`src/rtl/alu_issue_if.sv`:
```
// Handshake, operand and ALU-side signals of the alu_issue front end.
// The DUT uses the slave modport; the environment drives through master.
interface alu_issue_if #(
  parameter int W = 32
);
  logic         in_valid;
  logic         in_ready;
  logic [31:0]  in_instr;
  logic [W-1:0] in_rs_val;
  logic [W-1:0] in_rt_val;
  logic [W-1:0] alu_a;
  logic [W-1:0] alu_b;
  logic [2:0]   alu_op;
  logic [W-1:0] alu_z;
  logic         alu_zero;
  logic         out_valid;
  logic         out_ready;
  logic [W-1:0] out_result;
  logic         out_wr_en;
  logic [4:0]   out_wr_reg;
  logic         out_branch;
  logic         out_taken;
  logic         out_illegal;

  modport slave (
    input  in_valid, in_instr, in_rs_val, in_rt_val, alu_z, alu_zero, out_ready,
    output in_ready, alu_a, alu_b, alu_op, out_valid, out_result,
           out_wr_en, out_wr_reg, out_branch, out_taken, out_illegal
  );

  modport master (
    output in_valid, in_instr, in_rs_val, in_rt_val, alu_z, alu_zero, out_ready,
    input  in_ready, alu_a, alu_b, alu_op, out_valid, out_result,
           out_wr_en, out_wr_reg, out_branch, out_taken, out_illegal
  );
endinterface

```
`src/rtl/alu_issue.sv`:
```
// Two-stage issue/writeback front end for a combinational 32-bit ALU:
// stage 1 decodes and presents registered operands, stage 2 captures the result.
module alu_issue #(
  parameter int W = 32
) (
  input  logic        clk,
  input  logic        rst_n,
  alu_issue_if.slave  bus
);

  typedef enum logic [2:0] {
    OP_AND = 3'b000,
    OP_OR  = 3'b001,
    OP_ADD = 3'b010,
    OP_SUB = 3'b110,
    OP_SLT = 3'b111
  } alu_op_e;

  logic [5:0]   w_opcode;
  logic [5:0]   w_funct;
  logic [4:0]   w_rt;
  logic [4:0]   w_rd;
  logic [15:0]  w_imm;
  logic [W-1:0] w_sext;
  logic [W-1:0] w_zext;

  assign w_opcode = bus.in_instr[31:26];
  assign w_rt     = bus.in_instr[20:16];
  assign w_rd     = bus.in_instr[15:11];
  assign w_funct  = bus.in_instr[5:0];
  assign w_imm    = bus.in_instr[15:0];
  assign w_sext   = {{(W-16){w_imm[15]}}, w_imm};
  assign w_zext   = {{(W-16){1'b0}}, w_imm};

  alu_op_e      w_op;
  logic [W-1:0] w_a;
  logic [W-1:0] w_b;
  logic [4:0]   w_dst;
  logic         w_wr;
  logic         w_br;
  logic         w_bne;
  logic         w_ill;

  always_comb begin
    w_op  = OP_AND;
    w_a   = '0;
    w_b   = '0;
    w_dst = '0;
    w_wr  = 1'b0;
    w_br  = 1'b0;
    w_bne = 1'b0;
    w_ill = 1'b0;
    unique case (w_opcode)
      6'h00: begin
        w_a   = bus.in_rs_val;
        w_b   = bus.in_rt_val;
        w_dst = w_rd;
        w_wr  = 1'b1;
        case (w_funct)
          6'h20:   w_op = OP_ADD;
          6'h22:   w_op = OP_SUB;
          6'h24:   w_op = OP_AND;
          6'h25:   w_op = OP_OR;
          6'h2A:   w_op = OP_SLT;
          default: begin
            w_a   = '0;
            w_b   = '0;
            w_dst = '0;
            w_wr  = 1'b0;
            w_ill = 1'b1;
          end
        endcase
      end
      6'h08, 6'h0A, 6'h0C, 6'h0D: begin
        w_a   = bus.in_rs_val;
        w_dst = w_rt;
        w_wr  = 1'b1;
        case (w_opcode)
          6'h08:   begin w_op = OP_ADD; w_b = w_sext; end
          6'h0A:   begin w_op = OP_SLT; w_b = w_sext; end
          6'h0C:   begin w_op = OP_AND; w_b = w_zext; end
          default: begin w_op = OP_OR;  w_b = w_zext; end
        endcase
      end
      6'h04, 6'h05: begin
        w_op  = OP_SUB;
        w_a   = bus.in_rs_val;
        w_b   = bus.in_rt_val;
        w_br  = 1'b1;
        w_bne = w_opcode[0];
      end
      default: w_ill = 1'b1;
    endcase
  end

  // r_run keeps in_ready low while reset is held and for the first edge after it
  logic         r_run;
  logic         r_v1;
  logic [W-1:0] r_alu_a;
  logic [W-1:0] r_alu_b;
  alu_op_e      r_alu_op;
  logic         r_wr_en1;
  logic [4:0]   r_wr_reg1;
  logic         r_br1;
  logic         r_bne1;
  logic         r_ill1;

  logic         r_out_valid;
  logic [W-1:0] r_result;
  logic         r_wr_en2;
  logic [4:0]   r_wr_reg2;
  logic         r_br2;
  logic         r_taken2;
  logic         r_ill2;

  logic w_s2_ready;
  logic w_in_ready;
  logic w_in_fire;
  logic w_s2_load;

  assign w_s2_ready = !r_out_valid || bus.out_ready;
  assign w_in_ready = r_run && (!r_v1 || w_s2_ready);
  assign w_in_fire  = bus.in_valid && w_in_ready;
  assign w_s2_load  = r_v1 && w_s2_ready;

  // Only the valid bit drops when stage 1 drains, so alu_a/b/op never glitch.
  always_ff @(posedge clk or negedge rst_n) begin
    if (!rst_n) begin
      r_run     <= 1'b0;
      r_v1      <= 1'b0;
      r_alu_a   <= '0;
      r_alu_b   <= '0;
      r_alu_op  <= OP_AND;
      r_wr_en1  <= 1'b0;
      r_wr_reg1 <= '0;
      r_br1     <= 1'b0;
      r_bne1    <= 1'b0;
      r_ill1    <= 1'b0;
    end else begin
      r_run <= 1'b1;
      if (w_in_fire) begin
        r_v1      <= 1'b1;
        r_alu_a   <= w_a;
        r_alu_b   <= w_b;
        r_alu_op  <= w_op;
        r_wr_en1  <= w_wr && (w_dst != '0);
        r_wr_reg1 <= w_dst;
        r_br1     <= w_br;
        r_bne1    <= w_bne;
        r_ill1    <= w_ill;
      end else if (w_s2_ready) begin
        r_v1 <= 1'b0;
      end
    end
  end

  always_ff @(posedge clk or negedge rst_n) begin
    if (!rst_n) begin
      r_out_valid <= 1'b0;
      r_result    <= '0;
      r_wr_en2    <= 1'b0;
      r_wr_reg2   <= '0;
      r_br2       <= 1'b0;
      r_taken2    <= 1'b0;
      r_ill2      <= 1'b0;
    end else if (w_s2_load) begin
      r_out_valid <= 1'b1;
      r_result    <= bus.alu_z;
      r_wr_en2    <= r_wr_en1;
      r_wr_reg2   <= r_wr_reg1;
      r_br2       <= r_br1;
      r_taken2    <= r_br1 && (bus.alu_zero ^ r_bne1);
      r_ill2      <= r_ill1;
    end else if (bus.out_ready) begin
      r_out_valid <= 1'b0;
    end
  end

  assign bus.in_ready    = w_in_ready;
  assign bus.alu_a       = r_alu_a;
  assign bus.alu_b       = r_alu_b;
  assign bus.alu_op      = r_alu_op;
  assign bus.out_valid   = r_out_valid;
  assign bus.out_result  = r_result;
  assign bus.out_wr_en   = r_wr_en2;
  assign bus.out_wr_reg  = r_wr_reg2;
  assign bus.out_branch  = r_br2;
  assign bus.out_taken   = r_taken2;
  assign bus.out_illegal = r_ill2;

endmodule

```
`src/flat_wrapper.sv`:
```
// flat-port wrapper written by rule: the top's interface ports become plain ports
module alu_issue_flat 
#(
  parameter int W = 32
)
  (clk, rst_n, bus_in_valid, bus_in_instr, bus_in_rs_val, bus_in_rt_val, bus_alu_z, bus_alu_zero, bus_out_ready, bus_in_ready, bus_alu_a, bus_alu_b, bus_alu_op, bus_out_valid, bus_out_result, bus_out_wr_en, bus_out_wr_reg, bus_out_branch, bus_out_taken, bus_out_illegal);
  alu_issue_if #(.W(W)) bus_i ();
  input  logic clk;
  input  logic rst_n;
  input wire logic [$bits(bus_i.in_valid)-1:0] bus_in_valid;
  input wire logic [$bits(bus_i.in_instr)-1:0] bus_in_instr;
  input wire logic [$bits(bus_i.in_rs_val)-1:0] bus_in_rs_val;
  input wire logic [$bits(bus_i.in_rt_val)-1:0] bus_in_rt_val;
  input wire logic [$bits(bus_i.alu_z)-1:0] bus_alu_z;
  input wire logic [$bits(bus_i.alu_zero)-1:0] bus_alu_zero;
  input wire logic [$bits(bus_i.out_ready)-1:0] bus_out_ready;
  output wire logic [$bits(bus_i.in_ready)-1:0] bus_in_ready;
  output wire logic [$bits(bus_i.alu_a)-1:0] bus_alu_a;
  output wire logic [$bits(bus_i.alu_b)-1:0] bus_alu_b;
  output wire logic [$bits(bus_i.alu_op)-1:0] bus_alu_op;
  output wire logic [$bits(bus_i.out_valid)-1:0] bus_out_valid;
  output wire logic [$bits(bus_i.out_result)-1:0] bus_out_result;
  output wire logic [$bits(bus_i.out_wr_en)-1:0] bus_out_wr_en;
  output wire logic [$bits(bus_i.out_wr_reg)-1:0] bus_out_wr_reg;
  output wire logic [$bits(bus_i.out_branch)-1:0] bus_out_branch;
  output wire logic [$bits(bus_i.out_taken)-1:0] bus_out_taken;
  output wire logic [$bits(bus_i.out_illegal)-1:0] bus_out_illegal;
  assign bus_i.in_valid = bus_in_valid;
  assign bus_i.in_instr = bus_in_instr;
  assign bus_i.in_rs_val = bus_in_rs_val;
  assign bus_i.in_rt_val = bus_in_rt_val;
  assign bus_i.alu_z = bus_alu_z;
  assign bus_i.alu_zero = bus_alu_zero;
  assign bus_i.out_ready = bus_out_ready;
  assign bus_in_ready = bus_i.in_ready;
  assign bus_alu_a = bus_i.alu_a;
  assign bus_alu_b = bus_i.alu_b;
  assign bus_alu_op = bus_i.alu_op;
  assign bus_out_valid = bus_i.out_valid;
  assign bus_out_result = bus_i.out_result;
  assign bus_out_wr_en = bus_i.out_wr_en;
  assign bus_out_wr_reg = bus_i.out_wr_reg;
  assign bus_out_branch = bus_i.out_branch;
  assign bus_out_taken = bus_i.out_taken;
  assign bus_out_illegal = bus_i.out_illegal;
  alu_issue #(.W(W)) u_core (.clk(clk), .rst_n(rst_n), .bus(bus_i));
endmodule
```
`config.mk`:
```
export PLATFORM = sky130hd
export DESIGN_NAME = alu_issue_flat
export DESIGN_NICKNAME = d
export VERILOG_FILES = /design/src/rtl/alu_issue_if.sv /design/src/rtl/alu_issue.sv /design/src/flat_wrapper.sv
export SDC_FILE = /design/constraint.sdc
export NUM_CORES = 1
export LEC_CHECK = 0
export ABC_AREA = 1
export BUFFER_PORTS_ARGS = -buffer_cell sky130_fd_sc_hd__clkbuf_2
export CAP_MARGIN = 0
export CORE_AREA = 5 5 139 141
export DETAILED_ROUTE_END_ITERATION = 12
export DIE_AREA = 0 0 144 146
export MAX_ROUTING_LAYER = met4
export PLACE_DENSITY = 0.62
export RECOVER_POWER = 50
export SLEW_MARGIN = 20
export SYNTH_ARGS = -nofsm -noshare
export SYNTH_HDL_FRONTEND = slang
export SYNTH_SLANG_ARGS = --single-unit
export TNS_END_PERCENT = 30
```
`constraint.sdc`:
```
create_clock -name clk -period 1.6 [get_ports clk]
set_input_delay 0.08 -clock clk [delete_from_list [all_inputs] [get_ports clk]]
set_output_delay 0.08 -clock clk [all_outputs]
set_load 0.005 [all_outputs]
```
==> results.sh, run 1 <==
export IMPL_cts_htree_levels=4
export IMPL_vdd_ir_drop_worst_mv=0.667
export IMPL_syn_avg_cell_area_um2=8.75
export IMPL_fin_cells=1192
export IMPL_core_area_um2=17800
export IMPL_fin_area_um2=8390
export IMPL_viasPerCell=4.39
export IMPL_setup_violations_final=0
export IMPL_syn_area_um2=5250
export IMPL_synth_cell_type_count=33
export IMPL_cp_required_ns=1.93
export IMPL_layout_commonest_cell="nand2_1"
export IMPL_wl_met2_mm=8.22
export IMPL_grtUsageTotal=0.163
export IMPL_grt_pass1_vias=5315
export IMPL_cts_buffers=17
export IMPL_drive_gt1_frac=0.290
export IMPL_synth_top_cell_area_share=0.572
export IMPL_fmax_ghz=0.662
export IMPL_seqCellArea_um2=3000
export IMPL_synthMuxAreaShare=0
export IMPL_synth_simple_gate_area_frac=0.294
export IMPL_synth_fp_nets=733
export IMPL_dp_cells=1047
export IMPL_drt_iter0_markers=186
export IMPL_grt_antenna_before_repair=0
export IMPL_rsz0062_at_grt="no"
export IMPL_setup_tns_ns=0
export IMPL_cts_tree="built"
export IMPL_grt_max_degree=52
export IMPL_die_area_um2=21000
export IMPL_path_class="primary input to flop"
export IMPL_grt_pass1_wl_mm=26.7
export IMPL_timing_critical_path_to_type="flop"
export IMPL_diodes=0
export IMPL_dr_wl_met3_mm=1.14
export IMPL_wirelength_mm=17.2
export IMPL_vias=5231
export IMPL_drt_met1_wl_mm=7.46
export IMPL_synth_area_leader_cell="dfrtp_1"
export IMPL_syn_inst=600
export IMPL_port_buffers=237
export IMPL_ant_nets=0
export IMPL_cts_root_buf="clkbuf_16"
export IMPL_firstDrtPassIters=4
export IMPL_p_int_mw=6.22
export IMPL_synthToLayoutAreaGrowth_pct=59.8
export IMPL_row_count=49
export IMPL_synth_top_family_by_area="simple AND/OR/NAND/NOR gates"
export IMPL_tightest_slew_ns=0.658
export IMPL_p_seq_frac=0.413
export IMPL_cellPowerDensity_nw_per_um2=1010
export IMPL_period_needed_ns=1.51
export IMPL_p_leak_nw=4.47
export IMPL_timing_slew_headroom=0.561
export IMPL_power_total_mw=8.44
export IMPL_comb_power_share=0.158
export IMPL_die_height_um=146
export IMPL_initial_core_util=0.294
export IMPL_gr_total_overflow=0
export IMPL_ys_seq_area_frac=0.572
export IMPL_ys_warn_count=0
export IMPL_synth_xor_area_frac=0.00167
export IMPL_p_sw_frac=0.264
export IMPL_dr_max_layer_used="met4"
export IMPL_hold_ws_ns=0.0209
export IMPL_cts_max_path_buffers=2
export IMPL_worstPathArrival_ns=1.84
export IMPL_power_switching_mw=2.23
export IMPL_place_congestion=0.762
export IMPL_status="finished, final reports clean"
export IMPL_clkLatencyLatePin_ns=0.42
export IMPL_final_cell_mix="290 x nand2_1, 204 x clkbuf_2, 120 x dfrtp_1"
export IMPL_clkSlewWorstSetupHoldPaths_ns=0.06
export IMPL_pin_count=243
export IMPL_hold_violations=0
export IMPL_wire_per_inst_um=14.4
export IMPL_finalClockSkew_ns=0.0127
export IMPL_die_x_um=144
export IMPL_placed_cell_area_um2=6710
export IMPL_nFillCells=1691
export IMPL_worst_slack_ns=0.0904
export IMPL_max_cap_violations=0
export IMPL_synth_adder_area_share=0
export IMPL_synth_compound_area_frac=0.0786
export IMPL_drc=0
export IMPL_min_period_over_period=0.944
export IMPL_dp_hpwl_mm=10.7
export IMPL_rrSetupSlack_ns=0.17
export IMPL_p_clk_frac=0.430
export IMPL_ys_seq_elements=120
export IMPL_synth_area_leaders="dfrtp_1 57%, nand2_1 21%, nand3_1 3.1%, o21ai_1 2.6%, a22oi_1 2.3%"
export IMPL_drv_slew=0
export IMPL_multi_input_area_um2=1990
export IMPL_final_util=0.470
export IMPL_hp_class="primary input to flop"
export IMPL_cts_sinks=120
export IMPL_nets=1084
export IMPL_path_max_fanout=12
export IMPL_dpl_worst_slack_ns=0.0314
export IMPL_cp_start_kind="primary input"
[cell type report]
class	instances	area share
Clock buffer	20	0.0556
Clock inverter	11	0.0118
Inverter	21	0.00969
Multi-Input combinational cell	427	0.237
Sequential cell	120	0.358
Tap cell	229	0.0341
Timing Repair Buffer	364	0.293
[power by group through the flow]
stage | clock network (mW) | logic [mW] | registers (mW)
floorplan | 0 | 0.444 | 3.55
global placement | 0 | 1.14 | 3.52
detailed placement | 0 | 1.15 | 3.53
CTS | 3.76 | 1.36 | 3.48
global route | 3.88 | 1.50 | 3.52
finish | 3.63 | 1.33 | 3.49
[metal layers]
metal	global-route usage	vias to the layer above
met5	-	-
met4	0.0523	0
met3	0.0460	28
met2	0.264	197
met1	0.197	2391
li1	-	2615
[repair_timing]
item | 4_1_cts | 5_1_grt
endpoints found under the hold margin | 218 | 0
endpoints found under the setup margin | 0 | 21
setup buffers | 0 | 0
hold buffers | 112 | 0
resized for setup | 0 | 3
[cell usage after synthesis]
library cell,instances
buf_4,2
clkinv_1,1
a21boi_0,1
nand2_4,3
nand3b_4,1
o21ai_4,1
buf_2,12
o21ai_1,27
a31oi_1,2
nor2_4,2
o21ai_0,19
o2111ai_1,1
xnor2_1,1
dfrtp_1,120
nand2_1,290
conb_1,1
inv_2,2
a21o_1,1
nor2_1,6
nor2_8,1
nand3_1,33
nand3_2,9
nand2_2,4
inv_1,18
nand3_4,2
nor2_2,1
a22oi_1,16
or2_2,1
buf_6,6
clkbuf_1,12
nand4_1,1
a21oi_1,2
buf_8,1
[critical path, cell delays in order]
cell and delay [ns]:
clkbuf_2 0.10, nor2_4 0.20, nand2_4 0.12, o21ai_4 0.21, buf_6 0.18, buf_4 0.16
a22oi_1 0.08, dlygate4sd3_1 0.57, o21ai_1 0.14
[cells by family after synthesis]
| logic type | count (synthesis) |
|---|---|
| AND/OR/NAND/NOR | 354 |
| other | 1 |
| AO/OA/AOI/OAI | 70 |
| flip-flops | 120 |
| buffers and inverters | 54 |
| XOR/XNOR | 1 |
[worst paths after layout]
kind / start / endpoint / depth (start not counted)
worst max-delay path: bus_in_instr[31] / u_core.bus.alu_b[10]$_DFFE_PN0P_ / 9
worst min-delay path: bus_in_instr[0] / u_core.bus.alu_b[0]$_DFFE_PN0P_ / 3
worst max register to register: u_core.bus.out_valid$_DFFE_PN0P_ / u_core.bus.alu_a[27]$_DFFE_PN0P_ / 10
worst min register to register: u_core.r_v1$_DFFE_PN0P_ / u_core.bus.out_valid$_DFFE_PN0P_ / 2
max in group asynchronous: rst_n / u_core.bus.out_result[1]$_DFFE_PN0P_ / 3
min in group asynchronous: rst_n / u_core.bus.out_result[17]$_DFFE_PN0P_ / 2
(Power assumes the default switching activity.)
==> inputs of run 2 (changes only) <==
--- a/config.mk
+++ b/config.mk
@@ -5,14 +5,14 @@
 export SDC_FILE = /design/constraint.sdc
 export NUM_CORES = 1
 export LEC_CHECK = 0
-export ABC_AREA = 1
+export ABC_AREA = 0
 export BUFFER_PORTS_ARGS = -buffer_cell sky130_fd_sc_hd__clkbuf_2
 export CAP_MARGIN = 0
-export CORE_AREA = 5 5 139 141
+export CORE_AREA = 5 5 134 136
 export DETAILED_ROUTE_END_ITERATION = 12
-export DIE_AREA = 0 0 144 146
+export DIE_AREA = 0 0 139 141
 export MAX_ROUTING_LAYER = met4
-export PLACE_DENSITY = 0.62
+export PLACE_DENSITY = 0.63
 export RECOVER_POWER = 50
 export SLEW_MARGIN = 20
 export SYNTH_ARGS = -nofsm -noshare
==> run 2 against run 1 <==
Against the previous run:
- the flow now finishes with violations (negative setup slack)
- non-clock buffer count is 8 higher
- synthesized cell count down 42%
- global-route usage rose by 0.67 points
- register-to-register slack worse by 0.18 ns
- critical path depth decreased by 2
- die area shrank 6.8%
- count of clock-buffer cells in the layout increased by 3
- setup slack got worse by 0.10 ns
- largest cell class unchanged
==> results.sh, run 2 <==
export IMPL_cp_start_kind="flop"
export IMPL_synth_cell_type_count=45
export IMPL_vias=4504
export IMPL_cts_max_path_buffers=2
export IMPL_layout_commonest_cell="clkbuf_2"
export IMPL_drive_gt1_frac=0.476
export IMPL_synth_main_ff_cell="dfrtp_1"
export IMPL_nFillCells=1513
export IMPL_cts_buffers=17
export IMPL_synth_area_leaders="dfrtp_1 61%, mux2_2 9.2%, a22o_1 5.7%, a221o_2 5.5%, and3_1 1.9%"
export IMPL_syn_avg_cell_area_um2=14.0
export IMPL_gr_total_overflow=0
export IMPL_port_buffers=237
export IMPL_power_total_mw=8.71
export IMPL_ys_seq_elements=120
export IMPL_hp_class="primary input to flop"
export IMPL_min_delay_start="bus_in_instr[6]"
export IMPL_cts_htree_levels=4
export IMPL_worstRegToRegCells=7
export IMPL_min_period_over_period=1.01
export IMPL_fin_area_um2=8180
export IMPL_ys_warn_count=0
export IMPL_rsz0062_at_grt="yes"
export IMPL_path_max_fanout=8
export IMPL_dp_hpwl_mm=11.1
export IMPL_min_path_cells=3
export IMPL_path_class="flop to flop"
export IMPL_cellPowerDensity_nw_per_um2=1070
export IMPL_wirelength_mm=16.4
export IMPL_synth_top_cell_area_share=0.614
export IMPL_ant_nets=0
export IMPL_firstDrtPassIters=4
export IMPL_period_needed_ns=1.61
export IMPL_place_congestion=0.830
export IMPL_ys_seq_area_frac=0.614
export IMPL_cp_required_ns=1.88
export IMPL_worst_slack_ns=-0.0126
export IMPL_synth_area_leader_cell="dfrtp_1"
export IMPL_timing_slew_headroom=0.296
export IMPL_cts_tree="built"
export IMPL_initial_core_util=0.291
export IMPL_die_x_um=139
export IMPL_setup_tns_ns=-0.0129
export IMPL_clkLatencyLatePin_ns=0.40
export IMPL_die_area_um2=19600
export IMPL_grt_antenna_before_repair=1
export IMPL_synth_edf_count=0
export IMPL_die_height_um=141
export IMPL_drc=0
export IMPL_dpl_worst_slack_ns=-0.260
export IMPL_vdd_ir_drop_worst_mv=0.707
export IMPL_fmax_ghz=0.620
export IMPL_failed_checks="negative setup slack"
export IMPL_row_count=48
export IMPL_min_to="u_core.bus.alu_b[6]$_DFFE_PN0P_"
export IMPL_cts_sinks=120
export IMPL_syn_area_um2=4890
export IMPL_r2r_end="u_core.bus.alu_b[27]$_DFFE_PN0P_"
export IMPL_r2r_start="u_core.r_v1$_DFFE_PN0P_"
export IMPL_core_area_um2=16800
export IMPL_synth_fp_nets=483
export IMPL_syn_inst=350
export IMPL_hold_ws_ns=0.0176
export IMPL_finalClockSkew_ns=0.00546
export IMPL_pin_count=243
export IMPL_p_leak_nw=4.12
export IMPL_worstPathArrival_ns=1.89
export IMPL_placed_cell_area_um2=6460
export IMPL_viasPerCell=4.72
export IMPL_grt_pass1_vias=4925
export IMPL_tightest_slew_ns=1.06
export IMPL_drv_slew=0
export IMPL_rrSetupSlack_ns=-0.01
export IMPL_synthToLayoutAreaGrowth_pct=67.3
export IMPL_synth_most_common_cell="dfrtp_1"
export IMPL_wire_per_inst_um=17.2
export IMPL_cts_root_buf="clkbuf_16"
export IMPL_status="complete, but fails checks"
export IMPL_postSynth_asyncResetShare=1.00
export IMPL_cp_startpoint="u_core.r_v1$_DFFE_PN0P_"
export IMPL_grtUsageTotal=0.170
export IMPL_nets=849
export IMPL_multi_input_area_um2=1760
export IMPL_grt_pass1_wl_mm=25.8
export IMPL_grt_max_degree=73
export IMPL_hold_violations=0
export IMPL_timing_critical_path_to_type="flop"
export IMPL_setup_violations_final=2
export IMPL_drt_iter0_markers=247
export IMPL_final_cell_mix="213 x clkbuf_2, 120 x dfrtp_1, 109 x dlygate4sd3_1"
export IMPL_seqCellArea_um2=3000
export IMPL_synthTopCellsByCount="120 x dfrtp_1, 40 x mux2_2, 32 x a22o_1"
export IMPL_max_cap_violations=0
export IMPL_clkSlewWorstSetupHoldPaths_ns=0.05
[run 2: worst max-delay path by stage]
stage | cells after the start | slack, ns | endpoint
6_report | 7 | -0.01 | u_core.bus.alu_b[27]$_DFFE_PN0P_
5_1_grt | 7 | -0.06 | u_core.bus.alu_b[13]$_DFFE_PN0P_
4_1_cts | 6 | 0.007 | u_core.bus.alu_b[26]$_DFFE_PN0P_
3_5_place_dp | 4 | -0.26 | u_core.bus.alu_b[27]$_DFFE_PN0P_
3_3_place_gp | 4 | -0.12 | u_core.bus.alu_b[29]$_DFFE_PN0P_
2_1_floorplan | 5 | 0.03 | u_core.bus.alu_b[10]$_DFFE_PN0P_
[run 2: cell type report]
| class | instances | share of cell area |
|---|---|---|
| antenna | 1 | 0.000306 |
| clock buffer | 23 | 0.0572 |
| clock inverter | 9 | 0.0150 |
| inverter | 2 | 0.000918 |
| multi-input combinational | 203 | 0.215 |
| sequential | 120 | 0.367 |
| tap | 225 | 0.0344 |
| timing repair buffer | 372 | 0.310 |
[run 2: layer usage]
layer	track usage	up-vias	share of wire
li1	-	2080	-
met1	0.188	2187	0.39
met2	0.287	203	0.51
met3	0.0573	34	0.076
met4	0.0633	0	0.023
met5	-	-	0
[run 2: cell families after synthesis]
family | count (synthesis) | share of synthesized area
muxes | 41 | 0.0942
buffers and inverters | 27 | 0.0325
xor gates and xnor gates | 1 | 0.00179
DFF | 120 | 0.614
other | 1 | 0.000767
and+or+nand+nor | 68 | 0.0865
AOI/OAI and AO/OA | 92 | 0.170
[run 2: where the power goes]
| group | switching, mW | leakage, nW | internal (mW) |
|---|---|---|---|
| sequential | 0.171 | 1.57 | 3.37 |
| combinational | 0.584 | 2.26 | 0.787 |
| clock | 1.28 | 0.291 | 2.52 |
| total | 2.04 | 4.12 | 6.67 |
[run 2: critical path, stage by stage, from the launching register on]
cell and delay [ns]:
dfrtp_1 0.35, nand3b_1 0.15, nand3_4 0.13, buf_6 0.13
nor4b_4 0.05, buf_6 0.15, clkbuf_16 0.17, a221o_2 0.36
[run 2: repair_timing]
action | 4_1_cts | 5_1_grt
endpoints found under the hold margin | 221 | 0
setup buffers | 0 | 1
pin swaps | 1 | 7
endpoints found under the setup margin | 32 | 38
resized for setup | 3 | 2
gates cloned | 0 | 3
hold buffers | 109 | 0
[run 2: metrics by stage]
step / util / cells
after floorplan: - / 350
after global routing: 0.486 / 955
after global placement: 0.384 / 809
after CTS: 0.485 / 950
after detailed placement: 0.384 / 809
final: 0.486 / 955
==> inputs of run 3 (changes only) <==
--- a/config.mk
+++ b/config.mk
@@ -8,9 +8,9 @@
 export ABC_AREA = 0
 export BUFFER_PORTS_ARGS = -buffer_cell sky130_fd_sc_hd__clkbuf_2
 export CAP_MARGIN = 0
-export CORE_AREA = 5 5 134 136
+export CORE_AREA = 5 5 128 142
 export DETAILED_ROUTE_END_ITERATION = 12
-export DIE_AREA = 0 0 139 141
+export DIE_AREA = 0 0 133 147
 export MAX_ROUTING_LAYER = met4
 export PLACE_DENSITY = 0.63
 export RECOVER_POWER = 50
==> run 3 against run 2 <==
Against the previous run:
- the flow still finishes with violations (negative setup slack)
- critical path depth did not move
- flip-flop and latch count did not move
- wire length rose by 5.2%
- die area fell by 0.24%
- combinational power rose by 7%
- maximum frequency fell by 1.5%
- critical path type unchanged
- critical endpoint is now u_core.bus.alu_b[10]$_DFFE_PN0P_
==> results.sh, run 3 (synthesis gave the netlist of run 2 again) <==
export IMPL_p_clk_frac=0.445
export IMPL_drive_gt1_frac=0.513
export IMPL_use_met3=0.0411
export IMPL_r2r_start="u_core.bus.out_valid$_DFFE_PN0P_"
export IMPL_die_area_um2=19600
export IMPL_gr_total_overflow=0
export IMPL_viasPerCell=4.80
export IMPL_hold_violations=0
export IMPL_dpl_worst_slack_ns=-0.244
export IMPL_clkSlewWorstSetupHoldPaths_ns=0.06
export IMPL_pin_count=243
export IMPL_wire_per_inst_um=18.2
export IMPL_min_delay_start="bus_in_instr[7]"
export IMPL_p_int_mw=6.88
export IMPL_drv_slew=0
export IMPL_grt_max_degree=43
export IMPL_cp_required_ns=1.94
export IMPL_cellPowerDensity_nw_per_um2=1070
export IMPL_hp_class="primary input to flop"
export IMPL_grt_antenna_before_repair=0
export IMPL_worstPathArrival_ns=1.98
export IMPL_initial_core_util=0.293
export IMPL_vias=4557
export IMPL_drt_iter0_markers=152
export IMPL_core_area_um2=16700
export IMPL_clkLatencyLatePin_ns=0.40
export IMPL_path_max_fanout=8
export IMPL_vdd_ir_drop_worst_mv=0.646
export IMPL_final_cell_mix="229 x clkbuf_2, 120 x dfrtp_1, 108 x dlygate4sd3_1"
export IMPL_port_buffers=237
export IMPL_die_x_um=133
export IMPL_drc=0
export IMPL_place_congestion=0.864
export IMPL_status="complete, but fails checks"
export IMPL_grtUsageTotal=0.178
export IMPL_die_height_um=147
export IMPL_firstDrtPassIters=4
export IMPL_diodes=0
export IMPL_finalClockSkew_ns=0.00628
export IMPL_setup_violations_final=29
export IMPL_power_switching_mw=2.17
export IMPL_placed_cell_area_um2=6460
export IMPL_row_count=50
export IMPL_tightest_slew_ns=0.751
export IMPL_failed_checks="negative setup slack"
export IMPL_rsz0062_at_grt="yes"
export IMPL_cp_startpoint="u_core.bus.out_valid$_DFFE_PN0P_"
export IMPL_cp_start_kind="flop"
export IMPL_period_needed_ns=1.64
export IMPL_worst_slack_ns=-0.0366
export IMPL_synthToLayoutAreaGrowth_pct=73.3
export IMPL_timing_critical_path_to_type="flop"
export IMPL_final_util=0.507
export IMPL_layout_commonest_cell="clkbuf_2"
export IMPL_cts_root_buf="clkbuf_16"
export IMPL_cts_max_path_buffers=2
export IMPL_grt_busiest_layer="met2"
export IMPL_ant_nets=0
export IMPL_fin_area_um2=8470
export IMPL_cts_buffers=17
export IMPL_cts_sinks=120
export IMPL_timing_slew_headroom=0.499
export IMPL_wirelength_mm=17.3
export IMPL_p_seq_frac=0.392
export IMPL_use_met1=0.198
export IMPL_grt_pass1_vias=5083
export IMPL_p_sw_frac=0.240
export IMPL_cts_tree="built"
export IMPL_min_period_over_period=1.02
export IMPL_nets=861
export IMPL_path_class="flop to flop"
export IMPL_grt_pass1_wl_mm=26.7
export IMPL_cts_htree_levels=4
export IMPL_max_cap_violations=0
export IMPL_p_leak_nw=4.30
export IMPL_comb_power_share=0.163
export IMPL_fmax_ghz=0.611
export IMPL_dp_hpwl_mm=10.7
export IMPL_grt_use_met2=0.305
## run 3: changes by cell type in the layout (fill, tap and decap cells not counted), moves of 2 or more
cell        previous run  this run
clkbuf_1              29        13
clkbuf_2             213       229
buf_12                 4        10
buf_16                 0         4
clkinv_2               5         1
clkinvlp_4             1         5
a221oi_1               3         0
a221oi_2               0         3
buf_4                 14        16
## run 3: worst paths after layout
path                                                   endpoint  slack [ns]  cells past startpoint
max                            u_core.bus.alu_b[10]$_DFFE_PN0P_       -0.04                      7
min in group asynchronous  u_core.bus.out_result[5]$_DFFE_PN0P_        0.27                      2
max reg2reg                    u_core.bus.alu_b[10]$_DFFE_PN0P_       -0.04                      7
min reg2reg                    u_core.bus.out_taken$_DFFE_PN0P_        0.48                      2
min                             u_core.bus.alu_b[7]$_DFFE_PN0P_        0.02                      3
max in group asynchronous      u_core.bus.alu_a[11]$_DFFE_PN0P_        0.32                      3
## run 3: what timing repair did
item,CTS,global route
cloned,3,3
hold buffers,108,0
hold endpoints to repair,198,0
gates resized for setup,9,9
pin swaps,2,16
buffers inserted,7,3
setup endpoints to repair,65,69
## run 3: layout make-up
| cell class | instances | area (um^2) |
|---|---|---|
| repair buffers | 384 | 2800 |
| well taps | 208 | 260 |
| inverters | 2 | 7.51 |
| multi-input cells | 203 | 1780 |
| clock buffers | 21 | 450 |
| clock inverters | 11 | 171 |
| flip-flops and latches | 120 | 3000 |
| fillers | 1440 | 8230 |
## run 3: through the flow
stage	TNS, ns	total power [mW]	std cells	hold WS [ns]
after floorplan	0	4.04	350	-0.216
after global placement	-4.14	4.75	793	0.0427
after detailed placement	-6.86	4.81	793	0.0564
after CTS	-0.707	9.17	943	0.000666
after global routing	-5.20	9.45	949	0.00947
final	-0.716	9.04	949	0.0210
## run 3: metal layers
metal | routed length [um] | vias to the layer above
met5 | 0 | -
met4 | 422 | 0
met3 | 902 | 33
met2 | 9110 | 170
met1 | 6850 | 2255
li1 | - | 2099
## run 3: worst max-delay path, cell delays in order, from the launching register on
cell       delay [ns]
dfrtp_1          0.38
nand3b_1         0.16
nand3_4          0.12
buf_12           0.16
nor4b_4          0.26
buf_6            0.18
clkbuf_16        0.16
a221o_2          0.14
## run 3: power groups by stage
stage | clock [mW] | combinational [mW] | sequential [mW]
floorplan | 0 | 0.448 | 3.60
global placement | 0 | 1.17 | 3.58
detailed placement | 0 | 1.21 | 3.60
CTS | 4.13 | 1.49 | 3.55
global route | 4.26 | 1.61 | 3.59
finish | 4.02 | 1.47 | 3.55
